<file path="config.mk">
export PLATFORM = sky130hd
export DESIGN_NAME = sequenciador_leds
export DESIGN_NICKNAME = d
export VERILOG_FILES = /design/src/rtl/sequenciador_leds.sv
export SDC_FILE = /design/constraint.sdc
export NUM_CORES = 1
export LEC_CHECK = 0
export BUFFER_PORTS_ARGS = -buffer_cell sky130_fd_sc_hd__buf_2
export CAP_MARGIN = 20
export CORE_MARGIN = 2
export CORE_UTILIZATION = 50
export CTS_BUF_LIST = sky130_fd_sc_hd__clkbuf_8
export CTS_CLUSTER_DIAMETER = 150
export CTS_CLUSTER_SIZE = 30
export DETAILED_ROUTE_END_ITERATION = 6
export GPL_TIMING_DRIVEN = 0
export HOLD_SLACK_MARGIN = 0.06
export PLACE_DENSITY_LB_ADDON = 0.25
export SETUP_SLACK_MARGIN = 0.2
export SLEW_MARGIN = 20
export SYNTH_ARGS = -nofsm -noshare
export SYNTH_HDL_FRONTEND = slang
export SYNTH_SLANG_ARGS = --single-unit
</file>
<file path="constraint.sdc">
create_clock -name clock -period 2.9 [get_ports clock]
set_input_delay 0 -clock clock [delete_from_list [all_inputs] [get_ports clock]]
set_output_delay 0 -clock clock [all_outputs]
set_load 0.02 [all_outputs]
</file>
<file path="src/rtl/sequenciador_leds.sv">
// rtl/sequenciador_leds.sv - playback controller that shows the stored color sequence on the LEDs
// Walks memory 0..latched limit, lighting each item for T_ON cycles, then blanking it for T_OFF cycles.
module sequenciador_leds #(
   parameter int ADDR_W = 4,
   parameter int DATA_W = 4,
   parameter int T_ON   = 1000,
   parameter int T_OFF  = 250
) (
   input  logic              clock,
   input  logic              reset,
   input  logic              iniciar,
   input  logic              abortar,
   input  logic [ADDR_W-1:0] limite,
   input  logic [DATA_W-1:0] mem_dado,
   output logic [ADDR_W-1:0] mem_endereco,
   output logic [DATA_W-1:0] leds,
   output logic              ocupado,
   output logic              pronto,
   output logic [2:0]        db_estado
);

   localparam int T_MAX = (T_ON > T_OFF) ? T_ON : T_OFF;
   localparam int TMR_W = (T_MAX > 1) ? $clog2(T_MAX) : 1;

   localparam logic [TMR_W-1:0] ON_ULTIMO  = TMR_W'(T_ON - 1);
   localparam logic [TMR_W-1:0] OFF_ULTIMO = TMR_W'(T_OFF - 1);

   localparam logic [2:0] OCIOSO  = 3'd0;
   localparam logic [2:0] CARREGA = 3'd1;
   localparam logic [2:0] ACESO   = 3'd2;
   localparam logic [2:0] APAGADO = 3'd3;
   localparam logic [2:0] PROXIMO = 3'd4;
   localparam logic [2:0] FIM     = 3'd5;

   logic [2:0]        estado_q,   estado_d;
   logic [ADDR_W-1:0] endereco_q, endereco_d;
   logic [ADDR_W-1:0] limite_q,   limite_d;
   logic [DATA_W-1:0] leds_q,     leds_d;
   logic [TMR_W-1:0]  timer_q,    timer_d;
   logic              ocupado_q,  ocupado_d;
   logic              pronto_q,   pronto_d;

   always_comb begin
      estado_d   = estado_q;
      endereco_d = endereco_q;
      limite_d   = limite_q;
      leds_d     = leds_q;
      timer_d    = timer_q;

      case (estado_q)
         OCIOSO: begin
            if (iniciar) begin
               estado_d   = CARREGA;
               endereco_d = '0;
               limite_d   = limite;
               timer_d    = '0;
            end
         end
         CARREGA: begin
            leds_d   = mem_dado;
            estado_d = ACESO;
         end
         ACESO: begin
            if (timer_q == ON_ULTIMO) begin
               timer_d  = '0;
               leds_d   = '0;
               estado_d = APAGADO;
            end else begin
               timer_d = timer_q + 1'b1;
            end
         end
         APAGADO: begin
            if (timer_q == OFF_ULTIMO) begin
               timer_d  = '0;
               estado_d = PROXIMO;
            end else begin
               timer_d = timer_q + 1'b1;
            end
         end
         PROXIMO: begin
            // Stopping on equality keeps the address from ever wrapping.
            if (endereco_q == limite_q) begin
               estado_d = FIM;
            end else begin
               endereco_d = endereco_q + 1'b1;
               estado_d   = CARREGA;
            end
         end
         FIM: begin
            estado_d = OCIOSO;
         end
         default: begin
            estado_d = OCIOSO;
            leds_d   = '0;
            timer_d  = '0;
         end
      endcase

      // Abort overrides every busy transition; the address is left where it was.
      if (abortar && (estado_q != OCIOSO)) begin
         estado_d   = OCIOSO;
         leds_d     = '0;
         timer_d    = '0;
         endereco_d = endereco_q;
      end

      ocupado_d = (estado_d != OCIOSO);
      pronto_d  = (estado_d == FIM);
   end

   always_ff @(posedge clock or negedge reset) begin
      if (!reset) begin
         estado_q   <= OCIOSO;
         endereco_q <= '0;
         limite_q   <= '0;
         leds_q     <= '0;
         timer_q    <= '0;
         ocupado_q  <= 1'b0;
         pronto_q   <= 1'b0;
      end else begin
         estado_q   <= estado_d;
         endereco_q <= endereco_d;
         limite_q   <= limite_d;
         leds_q     <= leds_d;
         timer_q    <= timer_d;
         ocupado_q  <= ocupado_d;
         pronto_q   <= pronto_d;
      end
   end

   assign mem_endereco = endereco_q;
   assign leds         = leds_q;
   assign ocupado      = ocupado_q;
   assign pronto       = pronto_q;
   assign db_estado    = estado_q;

endmodule

</file>
## Word-level counts from Yosys, hierarchy flattened

Cells that the tools add are included.
W data, S select, Z words.

- Flip-flop bits (word level): 27
- Input bits: 12
- Output and inout bits: 13
- Logic and storage cells: 53

- Add/sub/neg operators: 2
- Equality and inequality tests: 15
- Mux-type cells: 17
- Bitwise logic cells: 1
- Reduce and logical (&&, ||, !) cells: 11

Operators with widths:

| operator | count |
|---|---|
| $mux W10 | 4 |
| $pmux W10 S4 | 1 |
| $mux W4 | 4 |
| $mux W3 | 5 |
| $pmux W3 S5 | 1 |
| $pmux W4 S3 | 1 |
| $add A10 B1 Y10 const B | 1 |
| $eq A10 B10 Y1 const B | 1 |
| $eq A10 B8 Y1 const B | 1 |
| $eq A3 B3 Y1 const B | 3 |
| $pmux W4 S2 | 1 |
| $eq A3 B2 Y1 const B | 2 |
| $ne A3 B3 Y1 const B | 2 |
| $reduce_and A2 Y1 | 3 |
| $reduce_bool A3 Y1 | 2 |
| $add A4 B1 Y4 const B | 1 |
| $eq A4 B4 Y1 | 1 |
| $ne A2 B1 Y1 const B | 2 |
| $ne A2 B2 Y1 const B | 2 |
| $reduce_and A4 Y1 | 1 |
| $reduce_or A4 Y1 | 1 |
| $eq A3 B1 Y1 const B | 1 |
| $logic_not A3 Y1 | 1 |
| $reduce_or A3 Y1 | 1 |
| other kinds (3) | 3 |

## Longest topological paths before layout

Gate-level depths: netlist of run 1.

- Depth in word-level cells: 5
- Depth in mapped cells: 7
- Gate-level depth less buffers: 7

## Worst setup path before layout of run 1

OpenSTA, ideal clock, no wires.

- Path type: register to register
- Start point: reg timer_q[0] (netlist name)
- End point: reg endereco_q[0], in the netlist mem_endereco[0]
- Setup time: 0.128 ns
- Arrival time: 1.961 ns
- Required time: 2.772 ns
- Slack: 0.812 ns
- Stages on the path, launching flop included: 7
- Path through: dfrtp_1 -> ha_1 -> nand4bb_1 -> or4_1 -> a31o_2 -> nor3_2 -> mux2_1

RTL lines:

| what | RTL line | RTL |
|---|---|---|
| end signal: assignment | 122 | `endereco_q <= endereco_d;` |
| end: declaration | 36 | `logic [ADDR_W-1:0] endereco_q, endereco_d;` |

==> flow_metrics.tcl, run 1 <==
set metrics [dict create \
    diodes 0 \
    dieArea_mm2 0.00335 \
    critPathMaxFanout 6 \
    crit_path_top_delay_cell "or4_1" \
    yosysWarnings 0 \
    cts_resized 0 \
    ys_ff_latch 27 \
    min_path_cells 4 \
    outcome "complete, no violations" \
    crit_required_ns 3.07 \
    nets 204 \
    r2r_cells 6 \
    core.rowCount 19 \
    max-slew-margin-rel_pct 37.2 \
    setup_viol 0 \
    finalPower_w 0.00110 \
    route.antenna.remaining_nets 0 \
    critPathArrivalTime_ns 2.45 \
    viasPerCell 5.69 \
    num_vias 1247 \
    powerDensity_mw_per_mm2 631 \
    hold_class "primary input to register" \
    r2r_start "timer_q[0]" \
    drt_pass1_iterations 4 \
    drt_iter0_markers 41 \
    crit_family "simple AND/OR/NAND/NOR gates" \
    crit_type "register to register" \
    synth.area.top_cells "dfrtp_1 (47%), nand2_1 (5.4%), xnor2_1 (3.6%)" \
    synth_xor_area_share_pct 4.22 \
    fin_hold_ws_ns 0.161 \
    finalWorstSetupSlack_ns 0.614 \
    mostFrequentLayoutCell "dfrtp_1" \
    p_leak_nw 0.834 \
    postCtsHoldBufs 9 \
    grt_use_total_pct 19.8 \
    cts_tree "done" \
    htree_levels 1 \
    final_cell_mix "dfrtp_1 (27), buf_2 (26), nand2_1 (21), nor2_1 (12), inv_1 (10)" \
    initial_core_util_pct 52.7 \
    cts_buffers 3 \
    io_buffers 24 \
    hold_viol_final 0 \
    synthAdderAreaFrac_pct 2.58 \
    drc_errors 0 \
    cp_slowest_stage_delay_ns 0.51 \
    setup_tns_ns 0 \
    path_clk_slew_ns 0.09 \
    end_kind "register" \
    core_region_area_mm2 0.00276 \
    synth_top_area_share_pct 46.5 \
    synth-seq-area-share_pct 46.5 \
    synthFlopType "dfrtp_1" \
    synthesis.area_mm2 0.00145 \
    synth_nets 166 \
    die_h_um 57.9 \
    max_cap_viol_count 0 \
    fin_crit_sh_pct 78.8 \
    first_global_vias 1191 \
    synthToLayoutAreaGrowth_pct 20.3 \
    root_buffer "clkbuf_8" \
    clock_latency_ns 0.28 \
    synth_compound_area_share_pct 14.9 \
    fin_worst_skew_ns 0.00196 \
    r2r-end "mem_endereco[1]" \
    grt_pass1_wl_mm 5.11 \
    grt_setup_unrepaired "false" \
    fillers 223 \
    fmax_mhz 437 \
    io_pins 25 \
    synth.avg_cell_area_um2 9.62 \
    synth_edf_count 0 \
    rrSetupSlack_ns 0.61 \
    clock_path_buffers 2 \
    ir_drop_mv 0.504 \
    async_reset_ff_share_pct 100 \
    antenna_found_initial 0 \
    period_needed_ns 2.29 \
    holdCritStartpoint "abortar" \
    overflow 0 \
    wl_per_cell_um 14.0 \
    worst_slew_pin_slew_ns 0.929 \
    syn_inst 151 \
    dieWidth_um 57.9 \
    place_congestion 0.843 \
    layout-drive-gt1-share_pct 21.3 \
    yosys.area_share.simple_pct 25.6 \
    startpoint_type "register" \
    dp_slack_ns 0.634 \
    post-dp-hpwl_mm 2.12 \
    post-route-util_pct 63.4 \
    critPathBufInv 0 \
    synthMuxAreaShare_pct 2.93 \
    grt_max_degree 28 \
    slew_violations 0 \
    synth_top_family_by_area "simple AND/OR/NAND/NOR gates" \
    synth.distinct_cells 45 \
    path_cells "ha_1 -> nand4bb_1 -> or4_1 -> a31o_2 -> nor3_2 -> mux2_1" \
    wl_mm 3.06 \
    min_to "db_estado[2]" \
    synth_top_area_cell "dfrtp_1" \
    cts.sinks 27 \
    cts_setup_buffers 0 \
]
## cell families (layout without fill, tap and decap cells)
kind of cell,Yosys count,count (layout)
XOR/XNOR,7,7
adder cells (fa/ha/maj),3,3
buffers and inverters,12,49
flip-flops,27,27
AND/OR/NAND/NOR,66,66
AO/OA/AOI/OAI,32,32
multiplexers,4,4
## per-stage QoR
stage	cells	area [µm²]
floorplan	151	1450
global placement	206	1610
detailed placement	206	1610
CTS	219	1750
global route	219	1750
finish	219	1750
## tightest hold or removal path, delay by kind of cell
kind	cells	cell delay, ns
and+or+nand+nor	2	0.13
AOI/OAI and AO/OA	1	0.13
buffers and inverters	1	0.14
## synthesized netlist by cell type (all sizes together), types with 3 or more instances
cell type	number
dfrtp	27
nand2	21
nor2	12
inv	10
nand3	6
o21ai	6
xnor2	6
a21oi	5
nor3	5
a22o	4
a31oi	4
and3	3
ha	3
nor4	3
nor4b	3
o22ai	3
## layout make-up
type / instances / area (µm²) / share of cell area, %
multi-input cells: 112 / 729 / 41.7
well taps: 31 / 38.8 / 2.22
inverters: 10 / 37.5 / 2.15
clock inverters: 1 / 5.00 / 0.286
repair buffers: 33 / 210 / 12.0
plain buffers: 2 / 10.0 / 0.573
flip-flops and latches: 27 / 676 / 38.7
clock buffers: 3 / 41.3 / 2.36
## report_power, final
group | internal (W) | total [W] | leakage (nW) | switching, W
clock network | 0.0000966 | 0.000219 | 0.0255 | 0.000122
registers | 0.000446 | 0.000499 | 0.364 | 0.0000529
logic | 0.000153 | 0.000387 | 0.445 | 0.000233
total | 0.000696 | 0.00110 | 0.834 | 0.000408
## worst max-delay path by stage
stage	from	to	slack, ns	cells past startpoint
after floorplan	timer_q[0]	mem_endereco[0]	0.81	6
after global placement	timer_q[0]	mem_endereco[1]	0.68	6
after global routing	timer_q[0]	mem_endereco[0]	0.44	6
final	timer_q[0]	mem_endereco[1]	0.61	6
after CTS	timer_q[0]	mem_endereco[1]	0.62	6
after detailed placement	timer_q[0]	mem_endereco[1]	0.63	6
## flip-flops by register name, summed over array words and instances (netlist names)
| signal | cells |
|---|---|
| leds | 4 |
| limite_q | 4 |
| db_estado | 3 |
| ocupado | 1 |
| timer_q | 10 |
| mem_endereco | 4 |
| pronto | 1 |
## per-layer routing
metal / track usage, % / routed length, µm
met1: 26.1 / 1380
met2: 31.7 / 1450
met3: 2.90 / 173
met4: 9.97 / 57
met5: 0 / 0
(Power assumes the default switching activity.)
==> run 2: changes to the inputs <==
Settings changed: ABC_AREA from default to 1.
Clock period 2.9 ns to 2.2 ns, I/O delays scaled along.
==> run 2 against run 1 <==
Compared with the run above:
- hold slack worse by 0.044 ns
- total power increased by 40%
- sequential share of layout area fell by 3.4 points
- synthesized cell count grew 48%
- critical endpoint is now ocupado
- largest cell class unchanged
- largest power group unchanged
==> flow_metrics.tcl, run 2 <==
set metrics [dict create \
    outcome "complete, no violations" \
    grt_max_degree 28 \
    largest-register "timer_q" \
    period_needed_ns 1.51 \
    wl_mm 3.35 \
    met2_usage_pct 33.0 \
    synth-seq-area-share_pct 42.1 \
    grt_use_total_pct 20.0 \
    yosysWarnings 0 \
    grt_setup_unrepaired "false" \
    cts.sinks 27 \
    grt_pass1_wl_mm 5.60 \
    use_met1_pct 27.0 \
    end_kind "register" \
    synth_top_area_share_pct 42.1 \
    r2r_start "timer_q[1]" \
    io_buffers 24 \
    fmax_mhz 661 \
    route.antenna.remaining_nets 0 \
    synth.area.top_cells "dfrtp_1 (42%), nand2_1 (16%), inv_1 (7.5%)" \
    critPathMaxFanout 5 \
    synth.avg_cell_area_um2 7.19 \
    min_to "timer_q[4]" \
    cts_resized 0 \
    diodes 0 \
    met3_usage_pct 2.77 \
    htree_levels 1 \
    dieArea_mm2 0.00368 \
    ys_ff_latch 27 \
    crit_family "flip-flops" \
    mostFrequentLayoutCell "nand2_1" \
    first_global_vias 1334 \
    drt_iter0_markers 84 \
    synthFlopType "dfrtp_1" \
    layout-drive-gt1-share_pct 16.9 \
    cts_buffers 3 \
    nets 276 \
    core_region_area_mm2 0.00305 \
    critPathBufInv 2 \
    synth_nets 238 \
    max_cap_viol_count 0 \
    clock_path_buffers 2 \
    holdCritStartpoint "abortar" \
    post-route-util_pct 62.7 \
    rrSetupSlack_ns 0.69 \
    synth_edf_count 0 \
    path_cells "inv_1 -> ha_1 -> inv_1 -> nor2_1 -> nand3_1 -> o21ai_0 -> nand3_1" \
    clock_latency_ns 0.26 \
    drt_pass1_iterations 5 \
    path_clk_slew_ns 0.09 \
    syn_inst 223 \
    synthesis.area_mm2 0.00160 \
    crit_path_top_delay_cell "dfrtp_1" \
    fin_worst_skew_ns 0.00339 \
    viasPerCell 4.75 \
    synth_top_cells_by_count "nand2_1 (69), inv_1 (32), dfrtp_1 (27)" \
    core.rowCount 20 \
    largest_reg_flops 10 \
    cp.depth 7 \
    die_h_um 60.6 \
    r2r-end "ocupado" \
    p_leak_nw 0.991 \
    setup_tns_ns 0 \
    async_reset_ff_share_pct 100 \
    root_buffer "clkbuf_8" \
    slew_violations 0 \
    initial_core_util_pct 52.5 \
    fin_hold_ws_ns 0.118 \
    hold_viol_final 0 \
    finalPower_w 0.00154 \
    synth.most_common_cell "nand2_1" \
    overflow 0 \
    fin_crit_sh_pct 68.7 \
    startpoint_type "register" \
    synth_top_area_cell "dfrtp_1" \
    r2r_cells 7 \
    worst_slew_pin_slew_ns 0.586 \
    synth.distinct_cells 25 \
    cts_tree "done" \
    drc_errors 0 \
    synthToLayoutAreaGrowth_pct 19.3 \
    setup_viol 0 \
    place_congestion 0.824 \
    post-dp-hpwl_mm 2.42 \
    wl_per_cell_um 11.0 \
    powerDensity_mw_per_mm2 805 \
    hold_class "primary input to register" \
    critPathArrivalTime_ns 1.65 \
    max-slew-margin-rel_pct 60.9 \
    cts_setup_buffers 0 \
    final_cell_mix "nand2_1 (69), inv_1 (33), dfrtp_1 (27), buf_2 (24), nand3_1 (22)" \
    dieWidth_um 60.6 \
    crit_required_ns 2.34 \
    cp_slowest_stage_delay_ns 0.43 \
    num_vias 1443 \
    crit_type "register to register" \
    ir_drop_mv 0.283 \
    grt-busiest-layer "met2" \
    min_path_cells 4 \
    antenna_found_initial 0 \
    io_pins 25 \
]
## run 2: cell count changes in the layout (fill, tap and decap cells not counted), moves of 4 or more
| cell | delta |
|---|---|
| a22o_1 | -4 |
| inv_1 | +23 |
| nand2_1 | +48 |
| nand2_2 | +4 |
| nand3_1 | +17 |
| nor2_1 | +7 |
| o21ai_1 | +6 |
| xnor2_1 | -5 |
## run 2: through the flow
step / cells / instance area, µm² / setup WS (ns)
3_3_place_gp: 291 / 1780 / 0.717
6_report: 304 / 1910 / 0.688
5_1_grt: 304 / 1910 / 0.464
4_1_cts: 304 / 1910 / 0.690
3_5_place_dp: 291 / 1780 / 0.701
2_1_floorplan: 223 / 1600 / 0.781
## run 2: timing repair
action | in CTS | in global routing
setup endpoints to repair | 0 | 0
hold buffers | 9 | 0
hold endpoints to repair | 35 | 0
## run 2: final cells by class
class,count,area (µm²)
clock buffer,3,41.3
clock inverter,1,3.75
multi-input combinational,161,797
timing repair buffer,33,210
fill,276,1140
tap,44,55.1
inverter,35,131
sequential,27,676
## run 2: cell families (layout without fill, tap and decap cells)
group,count (synthesis),in the layout,share of synthesized area (%)
simple gates,129,129,36.6
buf+inv,35,72,8.19
flops,27,27,42.1
compound gates,24,24,7.88
xor+xnor,4,4,2.18
fa+ha+maj,3,3,2.34
mux,1,1,0.702
## run 2: routing by layer
metal	vias up	wire, µm
met4	0	40
met2	22	1540
met5	-	0
li1	774	-
met1	643	1680
met3	4	89
## run 2: how the worst max path moves through the flow
stage | start | to
2_1_floorplan | db_estado[1] | mem_endereco[2]
3_5_place_dp | timer_q[0] | timer_q[4]
4_1_cts | timer_q[0] | timer_q[4]
3_3_place_gp | timer_q[4] | timer_q[5]
6_report | timer_q[1] | ocupado
5_1_grt | timer_q[0] | timer_q[4]
## run 2: power by group
group          switching, W  internal [W]  leakage, nW
logic              0.000402      0.000196        0.602
clock network      0.000146      0.000125       0.0269
registers         0.0000762      0.000595        0.363
total              0.000624      0.000916        0.991
## run 2: worst reg2reg max path, cell delays in order, from the launching register on
cell	delay [ns]
dfrtp_1	0.43
inv_1	0.08
ha_1	0.14
inv_1	0.04
nor2_1	0.13
nand3_1	0.16
o21ai_0	0.29
nand3_1	0.12
==> run 3: changes to the inputs <==
Clock period 2.2 ns to 1.5 ns, I/O delays scaled along.
==> run 3 against run 2 <==
Compared with the run above:
- the run now ends with setup timing left
- total power up 110%
- final cell count up 8.6%
- die area unchanged
- sequential cell count unchanged
- setup slack worse by 0.73 ns
- global-route usage up 3.9 points
- core utilization up 18 points
- highest routed layer unchanged
==> flow_metrics.tcl, run 3 (synthesized netlist as in run 2, its figures left out) <==
set metrics [dict create \
    crit_family "simple AND/OR/NAND/NOR gates" \
    dp_cells 291 \
    met2_length_mm 2.68 \
    crit_type "register to register" \
    critPathArrivalTime_ns 1.72 \
    diodes 0 \
    wl_met1_mm 2.19 \
    slew_violations 0 \
    hold_viol_final 0 \
    fin_cells 330 \
    cts_buffers 3 \
    regArea_um2 682 \
    max-slew-margin-rel_pct 58.8 \
    fin_worst_skew_ns 0.00757 \
    dieArea_mm2 0.00368 \
    viasPerCell 5.33 \
    crit_path_top_delay_cell "dfrtp_2" \
    place_congestion 0.875 \
    period_needed_ns 1.55 \
    critPathBufInv 0 \
    core.rowCount 20 \
    fin_area_mm2 0.00247 \
    hold_class "primary input to register" \
    finalWorstSetupSlack_ns -0.0459 \
    path_clk_slew_ns 0.10 \
    powerDensity_mw_per_mm2 1280 \
    clock_latency_ns 0.29 \
    fillers 185 \
    max_cap_viol_count 0 \
    io_buffers 24 \
    root_buffer "clkbuf_8" \
    synthToLayoutAreaGrowth_pct 53.8 \
    largest-register "timer_q" \
    grt_pass1_wl_mm 6.55 \
    dr.max_layer_used "met4" \
    route.antenna.remaining_nets 0 \
    path_cells "nor2_4 -> nand2_4 -> nand2_8 -> nand2_4 -> nor2_4 -> nand2_4 -> nand2_2 -> o21ai_2" \
    grt_max_degree 28 \
    initial_core_util_pct 52.5 \
    cts_tree "done" \
    place_area_mm2 0.00178 \
    grt_setup_unrepaired "true" \
    outcome "finished with violations" \
    cts.sinks 27 \
    first_global_vias 1530 \
    largest_reg_flops 10 \
    critPathMaxFanout 8 \
    layout-drive-gt1-share_pct 45.8 \
    final_cell_mix "nand2_1 (53), inv_1 (29), buf_2 (24), dfrtp_1 (22), buf_4 (18)" \
    path_common_cell "nand2_4" \
    end_kind "register" \
    htree_levels 1 \
    setup_viol 6 \
    crit_required_ns 1.68 \
    io_pins 25 \
    p_leak_nw 1.18 \
    cp_slowest_stage_delay_ns 0.49 \
    nets 302 \
    startpoint_type "register" \
    finalPower_w 0.00317 \
    fin_crit_sh_pct 103 \
    grt_use_total_pct 23.9 \
    die_h_um 60.6 \
    dieWidth_um 60.6 \
    antenna_found_initial 0 \
    clock_path_buffers 2 \
    wl_per_cell_um 15.8 \
    multiInputGateArea_mm2 0.00111 \
    violations "setup timing" \
    overflow 0 \
    mostFrequentLayoutCell "nand2_1" \
    drc_errors 0 \
    ir_drop_mv 0.688 \
    fmax_mhz 647 \
    post-dp-hpwl_mm 2.43 \
    num_vias 1758 \
    drt_pass1_iterations 5 \
    wl_met3_um 199 \
    drt_iter0_markers 143 \
    setup_tns_ns -0.196 \
    core_region_area_mm2 0.00305 \
    worst_slew_pin_slew_ns 0.618 \
    wl_mm 5.22 \
]
-- run 3: per-layer routing --
metal | GRT usage [%] | vias up
li1 | - | 826
met1 | 31.5 | 850
met2 | 39.6 | 69
met3 | 2.56 | 13
met4 | 10.6 | 0
met5 | 0 | -
-- run 3: final cells by class --
type,count,share of cell area (%)
sequential,27,27.6
clock inverter,1,0.152
tap,44,2.23
clock buffer,3,1.67
multi-input combinational,161,45.1
timing repair buffer,59,17.8
inverter,35,5.43
-- run 3: what timing repair did --
action / in CTS / in global routing
cloned: 0 / 0
resized for setup: 30 / 66
hold endpoints to repair: 35 / 0
setup buffers: 15 / 11
hold buffers: 9 / 0
pin swaps: 15 / 28
setup endpoints to repair: 23 / 27
-- run 3: stage by stage --
step	util, %	setup slack, ns	hold WS [ns]
finish	80.8	-0.0459	0.157
global route	80.8	-0.0854	0.161
CTS	70.2	0.112	0.136
detailed placement	58.4	-0.00559	0.0408
global placement	58.4	0.0183	0.0426
floorplan	-	0.133	-0.296
-- run 3: power breakdown --
group / switching (W) / internal (W)
logic: 0.00102 / 0.000711
clock network: 0.000243 / 0.000185
registers: 0.000137 / 0.000876
total: 0.00139 / 0.00177
-- run 3: worst min-delay path, cell delays in order --
cell and delay [ns]:
buf_2 0.17, nor3_1 0.09, o21ai_2 0.09, inv_1 0.05
-- run 3: path summary, 6_finish.rpt --
path / startpoint / end / slack [ns] / cells past startpoint
max reg2reg: db_estado[0] / mem_endereco[0] / -0.05 / 8
min reg2reg: leds[0] / leds[0] / 0.52 / 2
max: db_estado[0] / mem_endereco[0] / -0.05 / 8
min: abortar / db_estado[1] / 0.16 / 4
max in group asynchronous: reset / db_estado[2] / 0.80 / 2
min in group asynchronous: reset / ocupado / 0.26 / 2
